File: config.mk
export PLATFORM = sky130hd
export DESIGN_NAME = servant_irq_monitor
export DESIGN_NICKNAME = d
export VERILOG_FILES = /design/src/rtl/servant_irq_monitor.sv
export SDC_FILE = /design/constraint.sdc
export NUM_CORES = 1
export LEC_CHECK = 0
export BUFFER_PORTS_ARGS = -buffer_cell sky130_fd_sc_hd__clkbuf_2
export CAP_MARGIN = 20
export CORE_MARGIN = 5
export CORE_UTILIZATION = 29
export CTS_BUF_LIST = sky130_fd_sc_hd__clkbuf_4
export CTS_CLUSTER_SIZE = 8
export DETAILED_ROUTE_END_ITERATION = 8
export RECOVER_POWER = 25
export SLEW_MARGIN = 0
export SYNTH_ARGS = -nofsm -noshare
export SYNTH_HDL_FRONTEND = slang
export SYNTH_SLANG_ARGS = --single-unit
File: constraint.sdc
create_clock -name wb_clk -period 5.96 [get_ports wb_clk]
set_input_delay 0.298 -clock wb_clk [delete_from_list [all_inputs] [get_ports wb_clk]]
set_output_delay 0.298 -clock wb_clk [all_outputs]
set_load 0.02 [all_outputs]
File: src/rtl/servant_irq_monitor.sv
// Timer-interrupt latency/handler-length observer for the servant sim wrapper.
// Optional jump counting in the handler: define SERVANT_IRQ_MON_JUMPCNT_EN.
module servant_irq_monitor #(
    parameter logic [31:0] MTVEC      = 32'h0000_0004,
    parameter int          LAT_W      = 16,
    parameter int          FIFO_DEPTH = 4
) (
    input  logic               wb_clk,
    input  logic               wb_rst,
    input  logic [31:0]        i_pc_adr,
    input  logic               i_pc_vld,
    input  logic               i_timer_irq,
    input  logic               i_mret,
    input  logic               i_isjump,
    output logic [3*LAT_W-1:0] o_rec_data,
    output logic               o_rec_vld,
    input  logic               i_rec_rdy,
    output logic [15:0]        o_irq_cnt,
    output logic [LAT_W-1:0]   o_max_lat,
    output logic               o_overflow,
    output logic               o_busy
);

    localparam int PW = $clog2(FIFO_DEPTH);
    localparam int RW = 3 * LAT_W;
    localparam logic [LAT_W-1:0] CMAX = '1;

    typedef enum logic [1:0] {
        IDLE,
        WAIT_ENTRY,
        HANDLER
    } state_t;

    state_t           state_q;
    logic             irq_q;
    logic             mret_seen_q;
    logic [LAT_W-1:0] lat_q;
    logic [LAT_W-1:0] fetch_q;
    logic [LAT_W-1:0] jump_q;
    logic [15:0]      irq_cnt_q;
    logic [LAT_W-1:0] max_lat_q;

    logic rise;
    logic entry;
    logic done;

    assign rise  = i_timer_irq & ~irq_q;
    assign entry = (state_q == WAIT_ENTRY) && i_pc_vld && (i_pc_adr == MTVEC);
    assign done  = (state_q == HANDLER) && i_pc_vld && mret_seen_q;

    // lat_q freezes once the handler is entered and doubles as the latched latency
    always_ff @(posedge wb_clk or posedge wb_rst) begin
        if (wb_rst) begin
            state_q     <= IDLE;
            irq_q       <= 1'b0;
            mret_seen_q <= 1'b0;
            lat_q       <= '0;
            fetch_q     <= '0;
            irq_cnt_q   <= '0;
            max_lat_q   <= '0;
        end else begin
            irq_q <= i_timer_irq;
            unique case (state_q)
                IDLE: begin
                    if (rise) begin
                        state_q <= WAIT_ENTRY;
                        lat_q   <= {{(LAT_W-1){1'b0}}, 1'b1};
                    end
                end
                WAIT_ENTRY: begin
                    if (entry) begin
                        state_q     <= HANDLER;
                        fetch_q     <= {{(LAT_W-1){1'b0}}, 1'b1};
                        mret_seen_q <= 1'b0;
                    end else if (lat_q != CMAX) begin
                        lat_q <= lat_q + 1'b1;
                    end
                end
                HANDLER: begin
                    if (done) begin
                        state_q <= IDLE;
                        if (irq_cnt_q != 16'hFFFF)
                            irq_cnt_q <= irq_cnt_q + 1'b1;
                        if (lat_q > max_lat_q)
                            max_lat_q <= lat_q;
                    end else begin
                        if (i_pc_vld && fetch_q != CMAX)
                            fetch_q <= fetch_q + 1'b1;
                        if (i_mret)
                            mret_seen_q <= 1'b1;
                    end
                end
                default: state_q <= IDLE;
            endcase
        end
    end

`ifdef SERVANT_IRQ_MON_JUMPCNT_EN
    always_ff @(posedge wb_clk or posedge wb_rst) begin
        if (wb_rst) begin
            jump_q <= '0;
        end else if (entry) begin
            jump_q <= '0;
        end else if (state_q == HANDLER && !mret_seen_q && i_isjump
                     && jump_q != CMAX) begin
            jump_q <= jump_q + 1'b1;
        end
    end
`else
    logic unused_isjump;
    assign unused_isjump = i_isjump;
    assign jump_q        = '0;
`endif

    logic [RW-1:0] mem_q [FIFO_DEPTH];
    logic [PW:0]   wr_q;
    logic [PW:0]   rd_q;
    logic          ovf_q;
    logic          empty;
    logic          full;
    logic          pop;
    logic          push;

    assign empty = (wr_q == rd_q);
    assign full  = (wr_q[PW] != rd_q[PW]) && (wr_q[PW-1:0] == rd_q[PW-1:0]);
    assign pop   = !empty && i_rec_rdy;
    // a pop in the same cycle frees the slot a full FIFO needs
    assign push  = done && (!full || pop);

    always_ff @(posedge wb_clk or posedge wb_rst) begin
        if (wb_rst) begin
            wr_q  <= '0;
            rd_q  <= '0;
            ovf_q <= 1'b0;
            for (int i = 0; i < FIFO_DEPTH; i++)
                mem_q[i] <= '0;
        end else begin
            if (push) begin
                mem_q[wr_q[PW-1:0]] <= {jump_q, fetch_q, lat_q};
                wr_q <= wr_q + 1'b1;
            end
            if (pop)
                rd_q <= rd_q + 1'b1;
            if (done && !push)
                ovf_q <= 1'b1;
        end
    end

    assign o_rec_data = mem_q[rd_q[PW-1:0]];
    assign o_rec_vld  = !empty;
    assign o_irq_cnt  = irq_cnt_q;
    assign o_max_lat  = max_lat_q;
    assign o_overflow = ovf_q;
    assign o_busy     = (state_q != IDLE);

endmodule
After elaboration in Yosys (flattened, before gate mapping)
Cells that the tools add are included.
- input port bits: 39
- word-level logic and storage cells: 90
- flip-flop bits (word level): 267
- reductions and logical operators: 24
- add/sub/neg operators: 5
- bitwise logic cells: 4
- equal/unequal tests: 17
- magnitude comparators: 4
- mux-type cells: 22
- operators with widths (cell ; count):
    $bwmux W192 ; 1
    $mux W48 ; 3
    $bmux W48 S2 ; 1
    $demux W48 S2 ; 1
    $mux W16 ; 6
    $pmux W16 S2 ; 2
    $add A16 B1 Y16 const B ; 3
    $ne A16 B16 Y1 const B ; 3
    $eq A32 B3 Y1 const B ; 1
    $gt A16 B16 Y1 ; 1
    $ne A2 B2 Y1 const B ; 6
    $reduce_and A4 Y1 ; 3
    $logic_and A1 B1 Y1 ; 10
    $reduce_and A3 Y1 ; 3
    $add A3 B1 Y3 const B ; 2
    $ge A3 B3 Y1 const B ; 2
    $mux W2 ; 3
    $not A2 Y3 ; 2
    $pmux W2 S3 ; 1
    $reduce_bool A2 Y1 ; 3
    $ne A2 B1 Y1 const B ; 2
    $eq A3 B3 Y1 ; 1
    $logic_not A1 Y1 ; 3
    $lt A3 B1 Y1 const B ; 1
    10 further kinds ; 12

Logic depth before layout (Yosys ltp)
- depth after elaboration: 7
- mapped depth: 9

Worst setup path before layout
OpenSTA, ideal clock, no wires.
- path type: register to register
- start point: register max_lat_q[15] (netlist: o_max_lat[15])
- end point: register max_lat_q[0] (netlist: o_max_lat[0])
- path slack: 3.619 ns
- arrival time: 2.216 ns
- cell stages (with the launch flop): 8
- data required time: 5.835 ns
- clock period less this slack: 2.341 ns
- path through: dfrtp_1 -> inv_1 -> ha_1 -> nand4_1 -> a2111o_1 -> a31oi_4 -> buf_4 -> mux2_2
- cells in the longest elaborated chain, start to end: 2
- ends and longest elaborated chain (element ; line ; RTL):
    start: declaration ; 41 ; logic [LAT_W-1:0] max_lat_q;
    start signal: assignment ; 85 ; max_lat_q <= lat_q;
    $gt A16 B16 Y1 ; 84 ; if (lat_q > max_lat_q)
    $reduce_and A3 Y1 (no source line) ; -- ;
No other way between the ends.
A chain may end at the register's enable or synchronous reset.

Worst setup path in the final report
- start point: register state_q[0]
- end point: register mem_q[6] (netlist name)
- cells in the longest elaborated chain, start to end: 4
- ends and longest elaborated chain (element ; line ; RTL):
    start: declaration ; 34 ; state_t state_q;
    start signal: assignment ; 54 ; state_q <= IDLE;
    start signal: assignment ; 66 ; state_q <= WAIT_ENTRY;
    start signal: assignment ; 72 ; state_q <= HANDLER;
    $eq A2 B2 Y1 ; 49 ; assign done = (state_q == HANDLER) && i_pc_vld && mret_seen_q;
    $logic_and A1 B1 Y1 (2 in series) ; 49 ;
    $logic_and A1 B1 Y1 ; 128 ; assign push = done && (!full || pop);
    end signal: indexed assignment ; 139 ; mem_q[wr_q[PW-1:0]] <= {jump_q, fetch_q, lat_q};
    end: declaration ; 115 ; logic [RW-1:0] mem_q [FIFO_DEPTH];
No other way between the ends.

==> run summary <==
synth top area cells - dfrtp_1 (51%), mux2_2 (15%), mux4_2 (7.3%), ha_1 (3.0%), a21oi_1 (1.7%)
RSZ-0062 raised after global routing - no
Sink Count - 203
Clock Skews - 0.02844 ns
FFs w/ async S/R, synth - 1.000
pwr/cell area - 277.3 nW/µm²
final setup TNS - 0 ns
worst slack at placement - 2.769 ns
commonest non-fill, non-tap cell in the layout - dfrtp_1
status - finished, final reports clean
synthesized area per cell - 12.78 µm²
Critical Path RT - 6.49 ns
TritonCTS clock tree - yes
Overall Power - 3.181 mW
I/O pins - 122
post-synthesis sequential area ratio - 0.5150
grt ovf - 0
Met3 Wirelength - 1087 µm
drt drc - 0
RR Startpoint - state_q[0]
die area - 37800 µm²
Buf/Inv on CP - 1
final WL - 23380 µm
Setup violations, final - 0
Worst Min Path Start - i_pc_vld
cts repair resizes - 0
Peak VDD IR - 0.0001160 V
Max-slew headroom - 0.3194
Slew Viols, Final - 0
DR top layer - met4
Post-synth EDFFs - 0
Worst Path Max Fanout - 18
Tmin final - 3.178 ns
router iterations before antenna repair - 4
number of max-cap violations - 0
CTS root buffer - clkbuf_4
post-synth top area cell - dfrtp_1
largest net degree at the start of global routing - 104
synth warn - 0
worst hold path class - input pin to flop
Skew-Pair Late Insertion Delay - 0.68 ns
Die X-Extent - 194.4 µm
DRT iter0 DRCs - 339
Final WS setup - 2.782 ns
# Post-CTS Setup Buffers - 0
critical path's largest stage delay - 0.58 ns
Worst path slowest cell - and2b_1
clk buf depth - 3
flops & latches, synth - 203
predominant post-synthesis flop cell - dfrtp_1
most frequent cells in the layout - dfrtp_1 (202), mux2_2 (133), clkbuf_4 (87), clkbuf_2 (87), nand2_1 (38)
crit path capture type - flop
Met1 Wirelength - 10940 µm
Core Util, Final - 0.3421
ratio of cells with drive above 1 in the final layout - 0.3848
CP Launch Point - state_q[0]
Worst-Margin Slew - 1.017 ns
number of routed nets with antenna violations - 0
vias in the first global route - 6845
CP delay by family, top - simple AND/OR/NAND/NOR gates
port buffer count - 104
Die H - 194.4 µm
DR WL/cell - 16.87 µm
Reg clk slew, reported paths - 0.06 ns
clock buffer count from CTS - 55
Max H-tree Level - 2
routed via count - 6704
Tot GR Track Use - 0.1225
Synth-to-Final Area Change - 16.29%
critical path launch point type - flop
starting density of the core - 0.2942
first-pass GRT wire length - 37920 µm
vias per cell - 4.837
Setup CP Type - flop to flop
crit-path cells - and2b_1 -> nand3_4 -> a31oi_4 -> nand2_1 -> buf_4 -> mux2_1
GPL Wtd Cong - 0.7574
met2 routed WL - 10980 µm
site row count - 67
Fmax achieved - 314.6 MHz
antenna violations before repair - 1
cell area after synthesis - 9864 µm²
core area - 33530 µm²
crit share post-route - 0.5333
P_leak - 5.471 nW
Worst Path Arrival - 3.71 ns
fillers - 3402
hold_ws - 0.1154 ns
HPWL Detailed - 15790 µm
nets - 956
area share of the largest cell type after synthesis - 0.5150
Final Hold Fails - 0
Syn Inst Count - 772
Unique masters post-synth - 56
worst reg2reg max path, delay by kind of cell, from the launching register on:
family	cells	cell delay, ns
AO/OA/AOI/OAI	1	0.31
multiplexers	1	0.35
buffers and inverters	1	0.46
AND/OR/NAND/NOR	3	1.40
flip-flops	1	0.51
flip-flops by register name (all words and copies together), names as in the netlist:
register / flops
o_irq_cnt: 16
rd_q: 3
o_overflow: 1
state_q: 2
wr_q: 3
irq_q: 1
mem_q: 128
lat_q: 16
fetch_q: 16
mret_seen_q: 1
o_max_lat: 16
metal layers:
layer | track usage | vias up
met5 | 0 | -
met4 | 0.03438 | 0
met3 | 0.02891 | 34
met2 | 0.1966 | 153
met1 | 0.1667 | 3407
li1 | - | 3110
synth_stat cells (17+ instances only):
library cell,number
dfrtp_1,203
mux2_2,133
nand2_1,38
a21oi_1,34
mux4_2,32
buf_2,28
ha_1,24
nand4_1,24
inv_1,23
nor2_1,21
buf_4,17
o21ai_0,17
per-stage QoR:
stage          instance area [µm²]  std cells
2_1_floorplan                 9921        787
3_3_place_gp                 10720       1280
3_5_place_dp                 10720       1280
4_1_cts                      11480       1381
5_1_grt                      11470       1386
6_report                     11470       1386
final timing paths:
kind                         endpoint  slack (ns)  cells past startpoint
max                          mem_q[6]        2.78                      6
min                        o_overflow        0.12                      3
max reg2reg                  mem_q[6]        2.78                      6
min reg2reg                o_overflow        0.48                      1
max in group asynchronous  mem_q[147]        4.39                      4
min in group asynchronous   mem_q[14]        0.35                      3
where the power goes:
part	internal (mW)	total [mW]	switching, mW
logic	0.173	0.435	0.262
clock network	0.698	1.27	0.568
registers	1.41	1.48	0.0709
total	2.28	3.18	0.901
area by class of cell:
type,instances,area (µm²),area share
clock buffers,87,653.1,0.05694
diodes,5,12.51,0.001091
multi-input cells,493,4399,0.3835
inverters,23,93.84,0.008181
repair buffers,117,606.8,0.05290
well taps,448,560.5,0.04887
clock inverters,10,63.81,0.005563
flip-flops and latches,203,5081,0.4430
logic make-up (layout without fill, tap and decap cells):
kind of cell | Yosys count | count (layout) | synth area share
other | 1 | 21 | 0.0003802
adders and majority gates | 24 | 24 | 0.03044
xor gates and xnor gates | 22 | 22 | 0.01953
muxes | 178 | 178 | 0.2396
buffers and inverters | 91 | 237 | 0.04477
and+or+nand+nor | 158 | 158 | 0.08676
DFF | 203 | 203 | 0.5150
AOI/OAI and AO/OA | 95 | 95 | 0.06355
repair_timing:
item                                   in CTS  in global routing
hold buffers                                4                  0
endpoints found under the hold margin     107                  0
setup endpoints to repair                   0                  0
Power figures use the tool's default switching activity.
